==> src/rtl/mips_pkg.sv <==
// rtl/mips_pkg.sv - shared constants and types for the multicycle MIPS control unit
//
// Purpose: ALU control codes, opcode/funct constants, ALU decoder modes,
//          ALUSrcB/PCSource encodings and the controller state enum.
// Ports:   none (package).
package mips_pkg;

  localparam logic [3:0] ALU_AND = 4'b0000;
  localparam logic [3:0] ALU_OR  = 4'b0001;
  localparam logic [3:0] ALU_ADD = 4'b0010;
  localparam logic [3:0] ALU_SUB = 4'b0110;
  localparam logic [3:0] ALU_SLT = 4'b0111;
  localparam logic [3:0] ALU_NOR = 4'b1100;

  localparam logic [5:0] OP_RTYPE = 6'b000000;
  localparam logic [5:0] OP_LW    = 6'b100011;
  localparam logic [5:0] OP_SW    = 6'b101011;
  localparam logic [5:0] OP_BEQ   = 6'b000100;
  localparam logic [5:0] OP_ADDI  = 6'b001000;
  localparam logic [5:0] OP_ANDI  = 6'b001100;
  localparam logic [5:0] OP_ORI   = 6'b001101;
  localparam logic [5:0] OP_SLTI  = 6'b001010;
  localparam logic [5:0] OP_J     = 6'b000010;

  localparam logic [5:0] FN_ADD  = 6'b100000;
  localparam logic [5:0] FN_ADDU = 6'b100001;
  localparam logic [5:0] FN_SUB  = 6'b100010;
  localparam logic [5:0] FN_SUBU = 6'b100011;
  localparam logic [5:0] FN_AND  = 6'b100100;
  localparam logic [5:0] FN_OR   = 6'b100101;
  localparam logic [5:0] FN_NOR  = 6'b100111;
  localparam logic [5:0] FN_SLT  = 6'b101010;

  localparam logic [1:0] SRCB_B      = 2'b00;
  localparam logic [1:0] SRCB_FOUR   = 2'b01;
  localparam logic [1:0] SRCB_IMM    = 2'b10;
  localparam logic [1:0] SRCB_IMMSH2 = 2'b11;

  localparam logic [1:0] PCSRC_ALU    = 2'b00;
  localparam logic [1:0] PCSRC_ALUOUT = 2'b01;
  localparam logic [1:0] PCSRC_JUMP   = 2'b10;

  typedef enum logic [1:0] {
    ALU_M_ADD,
    ALU_M_SUB,
    ALU_M_FUNCT,
    ALU_M_IMM
  } alu_mode_t;

  typedef enum logic [3:0] {
    S_FETCH,
    S_DECODE,
    S_MEMADR,
    S_MEMRD,
    S_MEMWB,
    S_MEMWR,
    S_RTYPE_EX,
    S_RTYPE_WB,
    S_IMM_EX,
    S_IMM_WB,
    S_BEQ,
    S_JUMP
  } state_t;

endpackage

==> src/rtl/alu_decoder.sv <==
// rtl/alu_decoder.sv - maps controller mode plus opcode/funct to an ALU control code
//
// Purpose: combinational ALU control decode.
// Ports:   mode     in  2  ADD / SUB / FUNCT (R-type) / IMM (I-type by opcode)
//          opcode   in  6  latched instruction opcode (used in IMM mode)
//          funct    in  6  instruction funct field (used in FUNCT mode)
//          alu_ctrl out 4  ALU operation code
//          illegal  out 1  unsupported funct in FUNCT mode
module alu_decoder
  import mips_pkg::*;
(
  input  alu_mode_t   mode,
  input  logic [5:0]  opcode,
  input  logic [5:0]  funct,
  output logic [3:0]  alu_ctrl,
  output logic        illegal
);

  always_comb begin
    alu_ctrl = ALU_ADD;
    illegal  = 1'b0;
    case (mode)
      ALU_M_ADD: alu_ctrl = ALU_ADD;
      ALU_M_SUB: alu_ctrl = ALU_SUB;
      ALU_M_FUNCT: begin
        case (funct)
          FN_ADD, FN_ADDU: alu_ctrl = ALU_ADD;
          FN_SUB, FN_SUBU: alu_ctrl = ALU_SUB;
          FN_AND:          alu_ctrl = ALU_AND;
          FN_OR:           alu_ctrl = ALU_OR;
          FN_NOR:          alu_ctrl = ALU_NOR;
          FN_SLT:          alu_ctrl = ALU_SLT;
          default:         illegal  = 1'b1;
        endcase
      end
      ALU_M_IMM: begin
        // DECODE already filtered opcodes, so anything else here is addi.
        case (opcode)
          OP_ANDI: alu_ctrl = ALU_AND;
          OP_ORI:  alu_ctrl = ALU_OR;
          OP_SLTI: alu_ctrl = ALU_SLT;
          default: alu_ctrl = ALU_ADD;
        endcase
      end
    endcase
  end

endmodule

==> src/rtl/mips_multicycle_ctrl.sv <==
// rtl/mips_multicycle_ctrl.sv - multicycle MIPS control FSM driving the shared datapath
//
// Purpose: sequences fetch/decode/execute/memory/writeback per instruction.
// Ports:   clk, rst (sync, active high); Opcode/Funct from IR; Zero from ALU
//          (the datapath forms PCWrite | (PCWriteCond & Zero)); Mem_Ready from memory;
//          ALUctrl, ALUSrcA, ALUSrcB, PCSource selects; datapath strobes;
//          Illegal pulse; Instr_Count retired-instruction counter.
module mips_multicycle_ctrl
  import mips_pkg::*;
#(
  parameter int CNT_W = 32
) (
  input  logic             clk,
  input  logic             rst,
  input  logic [5:0]       Opcode,
  input  logic [5:0]       Funct,
  input  logic             Zero,
  input  logic             Mem_Ready,
  output logic [3:0]       ALUctrl,
  output logic             ALUSrcA,
  output logic [1:0]       ALUSrcB,
  output logic [1:0]       PCSource,
  output logic             PCWrite,
  output logic             PCWriteCond,
  output logic             IorD,
  output logic             MemRead,
  output logic             MemWrite,
  output logic             IRWrite,
  output logic             MemtoReg,
  output logic             RegDst,
  output logic             RegWrite,
  output logic             Illegal,
  output logic [CNT_W-1:0] Instr_Count
);

  state_t     state, next_state;
  logic [5:0] op_q;
  alu_mode_t  mode;
  logic       dec_illegal;
  logic       op_illegal;
  logic       retire;

  // Zero is consumed by the datapath's branch PC-write gate, not by the FSM.
  logic unused_zero;
  assign unused_zero = Zero;

  alu_decoder u_alu_decoder (
    .mode     (mode),
    .opcode   (op_q),
    .funct    (Funct),
    .alu_ctrl (ALUctrl),
    .illegal  (dec_illegal)
  );

  assign Illegal = op_illegal | dec_illegal;

  always_ff @(posedge clk) begin
    if (rst) begin
      state       <= S_FETCH;
      op_q        <= 6'b0;
      Instr_Count <= '0;
    end else begin
      state <= next_state;
      // Hold the opcode so MEMADR/IMM_EX do not depend on the IR staying put.
      if (state == S_DECODE) op_q <= Opcode;
      if (retire) Instr_Count <= Instr_Count + CNT_W'(1);
    end
  end

  // Decoder mode is kept in its own block so the main block can read the
  // decoder's illegal flag without forming a combinational loop.
  always_comb begin
    mode = ALU_M_ADD;
    if (!rst) begin
      case (state)
        S_RTYPE_EX: mode = ALU_M_FUNCT;
        S_IMM_EX:   mode = ALU_M_IMM;
        S_BEQ:      mode = ALU_M_SUB;
        default:    mode = ALU_M_ADD;
      endcase
    end
  end

  always_comb begin
    next_state  = state;
    ALUSrcA     = 1'b0;
    ALUSrcB     = SRCB_B;
    PCSource    = PCSRC_ALU;
    PCWrite     = 1'b0;
    PCWriteCond = 1'b0;
    IorD        = 1'b0;
    MemRead     = 1'b0;
    MemWrite    = 1'b0;
    IRWrite     = 1'b0;
    MemtoReg    = 1'b0;
    RegDst      = 1'b0;
    RegWrite    = 1'b0;
    op_illegal  = 1'b0;
    retire      = 1'b0;
    if (!rst) begin
      case (state)
        S_FETCH: begin
          MemRead = 1'b1;
          ALUSrcB = SRCB_FOUR;
          if (Mem_Ready) begin
            IRWrite    = 1'b1;
            PCWrite    = 1'b1;
            next_state = S_DECODE;
          end
        end
        S_DECODE: begin
          ALUSrcB = SRCB_IMMSH2;
          case (Opcode)
            OP_RTYPE:                         next_state = S_RTYPE_EX;
            OP_LW, OP_SW:                     next_state = S_MEMADR;
            OP_BEQ:                           next_state = S_BEQ;
            OP_ADDI, OP_ANDI, OP_ORI, OP_SLTI: next_state = S_IMM_EX;
            OP_J:                             next_state = S_JUMP;
            default: begin
              next_state = S_FETCH;
              op_illegal = 1'b1;
            end
          endcase
        end
        S_MEMADR: begin
          ALUSrcA    = 1'b1;
          ALUSrcB    = SRCB_IMM;
          next_state = (op_q == OP_LW) ? S_MEMRD : S_MEMWR;
        end
        S_MEMRD: begin
          MemRead = 1'b1;
          IorD    = 1'b1;
          if (Mem_Ready) next_state = S_MEMWB;
        end
        S_MEMWB: begin
          RegWrite   = 1'b1;
          MemtoReg   = 1'b1;
          retire     = 1'b1;
          next_state = S_FETCH;
        end
        S_MEMWR: begin
          MemWrite = 1'b1;
          IorD     = 1'b1;
          if (Mem_Ready) begin
            retire     = 1'b1;
            next_state = S_FETCH;
          end
        end
        S_RTYPE_EX: begin
          ALUSrcA    = 1'b1;
          next_state = dec_illegal ? S_FETCH : S_RTYPE_WB;
        end
        S_RTYPE_WB: begin
          RegWrite   = 1'b1;
          RegDst     = 1'b1;
          retire     = 1'b1;
          next_state = S_FETCH;
        end
        S_IMM_EX: begin
          ALUSrcA    = 1'b1;
          ALUSrcB    = SRCB_IMM;
          next_state = S_IMM_WB;
        end
        S_IMM_WB: begin
          RegWrite   = 1'b1;
          retire     = 1'b1;
          next_state = S_FETCH;
        end
        S_BEQ: begin
          ALUSrcA     = 1'b1;
          PCWriteCond = 1'b1;
          PCSource    = PCSRC_ALUOUT;
          retire      = 1'b1;
          next_state  = S_FETCH;
        end
        S_JUMP: begin
          PCWrite    = 1'b1;
          PCSource   = PCSRC_JUMP;
          retire     = 1'b1;
          next_state = S_FETCH;
        end
        default: next_state = S_FETCH;
      endcase
    end
  end

endmodule

==> config.mk <==
export PLATFORM = sky130hd
export DESIGN_NAME = mips_multicycle_ctrl
export DESIGN_NICKNAME = d
export VERILOG_FILES = /design/src/rtl/mips_pkg.sv /design/src/rtl/alu_decoder.sv /design/src/rtl/mips_multicycle_ctrl.sv
export SDC_FILE = /design/constraint.sdc
export NUM_CORES = 1
export LEC_CHECK = 0
export CORE_MARGIN = 1
export CORE_UTILIZATION = 45
export DETAILED_ROUTE_END_ITERATION = 7
export PLACE_DENSITY = 0.86
export SLEW_MARGIN = 0
export SYNTH_ARGS = -nofsm -noshare
export SYNTH_HDL_FRONTEND = slang
export SYNTH_SLANG_ARGS = --single-unit
==> constraint.sdc <==
create_clock -name clk -period 2.7 [get_ports clk]
set_input_delay 0.54 -clock clk [delete_from_list [all_inputs] [get_ports clk]]
set_output_delay 0.54 -clock clk [all_outputs]
set_load 0.01 [all_outputs]
==> results.ini <==
[cells_and_area]
syn2layout_area_growth_pct = 36.2
drive_gt1_share_pct = 11.0
multi_input_area_um2 = 1780
seqCellArea_um2 = 842
antennaDiodeCount = 0
fin_cells = 501
fill_cells = 505
final_nets = 442
final_util_pct = 63.3

[power_and_ir_drop]
p_sw_share_pct = 24.7
p_per_area_nw_per_um2 = 356
p_comb_share_pct = 15.1
p_int_uw = 1000
leakagePower_nw = 1.41
pwr-share-seq_pct = 48.2
clkPwrFrac_pct = 36.7
irDropWorstVdd_v = 0.000201
switching_power_uw = 328

[yosys]
yosysUniqueCellTypes = 55
syn_area_per_cell_um2 = 7.66
synth_top_area_share_pct = 30.8
synth-seq-cells = 42
yosys_warnings = 0
post-synth-top-count-cell = dfxtp_1
synth.area.top_cells = dfxtp_1, nor2b_1, mux2_1
synth_fp_nets = 374
yosysTopAreaCell = dfxtp_1
netlist_area_um2 = 2730
ys_seq_area_share_pct = 30.8
synth_common_cells = dfxtp_1, nor2_1, nand2_1
synth_edf_count = 0
ys.flop_type = dfxtp_1
async_reset_ff_share_pct = 0
netlist_instances = 357

[critical_path]
worstRegToRegCells = 6
r2r_end = Instr_Count[28]$_SDFFE_PP0P_
criticalPathCategory = in -> out
worstPathRequired_ns = 2.16
start_kind = primary input
r2r_start = state[3]$_SDFFE_PP0P_
cp-end-kind = output pin
arrival_ns = 2.10
worst-path-max-fanout = 4
rrSetupSlack_ns = 0.57

[worst_hold_path]
min_path_type = reg -> reg
whs_path_depth = 2
min_to = op_q[1]$_SDFFE_PP0P_
holdCritStartpoint = op_q[1]$_SDFFE_PP0P_

[timing]
setup_viol = 0
maxSlewHeadroom_pct = 56.3
hold_viol = 0
post-route-period-util_pct = 97.7
slew_violations = 0
finalClockSkew_ns = 0.00679
hold_slack_ns = 0.474
worst_pin_slew_ns = 0.650
max_freq_mhz = 379
layout_min_cycle_time_ns = 2.64

[clocking]
clock-sinks = 42
cts_buffers = 5
insertion_delay_ns = 0.29
ctsRootBufferMaster = clkbuf_8
cts.clk_slew.worst_paths_ns = 0.08
cts_max_level = 2
cts_tree = yes
cts.path.max_buffers = 2
cts_hold_buffers = 0

[place]
dpl.hpwl_mm = 5.19
io_buffers = 65
gp_congestion = 0.897
placed_cells = 493

[floorplan]
start_util_pct = 46.4
dieArea_um2 = 6390
fp.dieH_um = 79.9
num_rows = 28
die_w_um = 79.9
ioPinCount = 67
core-area_um2 = 5890

[routing]
drtAntennaViolNets = 0
wl_per_cell_um = 15.0
wl_mm = 7.52
maxUsedRoutingLayer = met4
viasPerCell = 5.86
met1_length_mm = 3.25
dr_wl_met3_um = 352
wl_met2_mm = 3.79
vias = 2938
drc_errors = 0
drt-pass1-iter-count = 5
drtIter0Drc = 274

[run_status]
outcome = finished clean

[grt]
grt_pass1_wl_mm = 12.3
antenna_found_initial = 0
grt-ovfl-total = 0
grt_max_degree = 39
grt_pass1_vias = 2725
track_usage_pct = 23.8

[job]
maxCapViolCount = 0

==> area by class of cell <==
type                    count  area share [%]
flip-flops and latches     42            22.6
repair buffers             92            23.5
clock buffers               7            2.05
multi-input cells         277            47.8
well taps                  75            2.52
clock inverters             1           0.806
inverters                   7           0.705
==> worst max-delay path, cell delays in order <==
cell	delay [ns]
clkdlybuf4s50_1	0.54
and3b_1	0.20
a211oi_1	0.36
o32ai_1	0.14
dlygate4sd2_1	0.31
==> registers in the layout, indices dropped and copies added (netlist names) <==
register     cells
Instr_Count     32
op_q             6
state            4
==> power groups by stage <==
stage	clock, mW	combinational [mW]	sequential, mW
2_1_floorplan	0	0.109	0.650
3_3_place_gp	0	0.186	0.653
3_5_place_dp	0	0.191	0.654
4_1_cts	0.494	0.194	0.640
5_1_grt	0.526	0.219	0.642
6_report	0.487	0.200	0.640
==> metrics by stage <==
step | instance area (um^2) | setup TNS (ns) | total power [mW] | setup WS (ns)
2_1_floorplan | 2730 | 0 | 0.759 | 0.490
5_1_grt | 3720 | -0.0278 | 1.39 | -0.0278
4_1_cts | 3700 | 0 | 1.33 | 0.00667
3_5_place_dp | 3570 | -0.200 | 0.846 | -0.0639
3_3_place_gp | 3570 | -0.0656 | 0.839 | -0.0375
6_report | 3720 | 0 | 1.33 | 0.0627
==> repair_timing <==
action / in CTS / in global routing
setup endpoints to repair: 5 / 6
buffers inserted: 0 / 0
gates resized for setup: 7 / 9
pin swaps: 0 / 0
==> placed cells by master, fill, tap and decap left out, types with 2 or more instances in the layout <==
cell type	synthesis	layout
a21o_1	3	3
a21oi_1	24	24
a311oi_1	2	2
a32oi_1	2	2
and2_1	3	3
and3_1	5	5
and4_1	5	5
buf_4	1	26
clkbuf_1	24	2
clkbuf_8	0	5
clkdlybuf4s50_1	0	57
dfxtp_1	42	41
dlymetal6s2s_1	0	6
inv_1	7	7
mux2_1	13	13
mux2_2	4	4
mux2i_1	2	2
nand2_1	30	30
nand2b_1	10	9
nand3_1	9	9
nand4_1	9	9
nor2_1	36	36
nor2b_1	24	23
nor3_1	8	6
nor3b_1	4	4
nor4_1	17	17
o2111ai_1	2	2
o21ai_0	7	7
o22a_1	2	2
o31ai_1	12	12
o32ai_1	2	2
or3_1	3	3
or4_1	11	11
xnor2_1	2	2
xor2_1	3	3
==> cells by family (layout without fill, tap and decap cells) <==
kind of cell	count (synthesis)	in the layout	share of synthesized area (%)
buffers and inverters	38	107	5.45
AOI/OAI and AO/OA	69	69	17.0
muxes	19	19	7.73
and+or+nand+nor	183	183	37.0
adders and majority gates	1	1	0.458
DFF	42	42	30.8
xor gates and xnor gates	5	5	1.60
==> worst max-delay path by stage <==
stage / startpoint / end / slack, ns
after floorplan: state[1]$_SDFFE_PP0P_ / ALUSrcA / 0.49
after global placement: Funct[4] / ALUctrl[3] / -0.04
after detailed placement: Opcode[3] / Illegal / -0.06
after CTS: state[2]$_SDFFE_PP0P_ / ALUctrl[3] / 0.007
after global routing: Opcode[3] / Illegal / -0.03
final: Funct[0] / Illegal / 0.06
==> per-layer routing <==
layer / up-vias / GRT usage [%]
li1: 1443 / -
met1: 1383 / 30.4
met2: 97 / 41.5
met3: 15 / 3.31
met4: 0 / 6.79
met5: - / 0
Note: power is estimated with default switching activity, not from simulation.
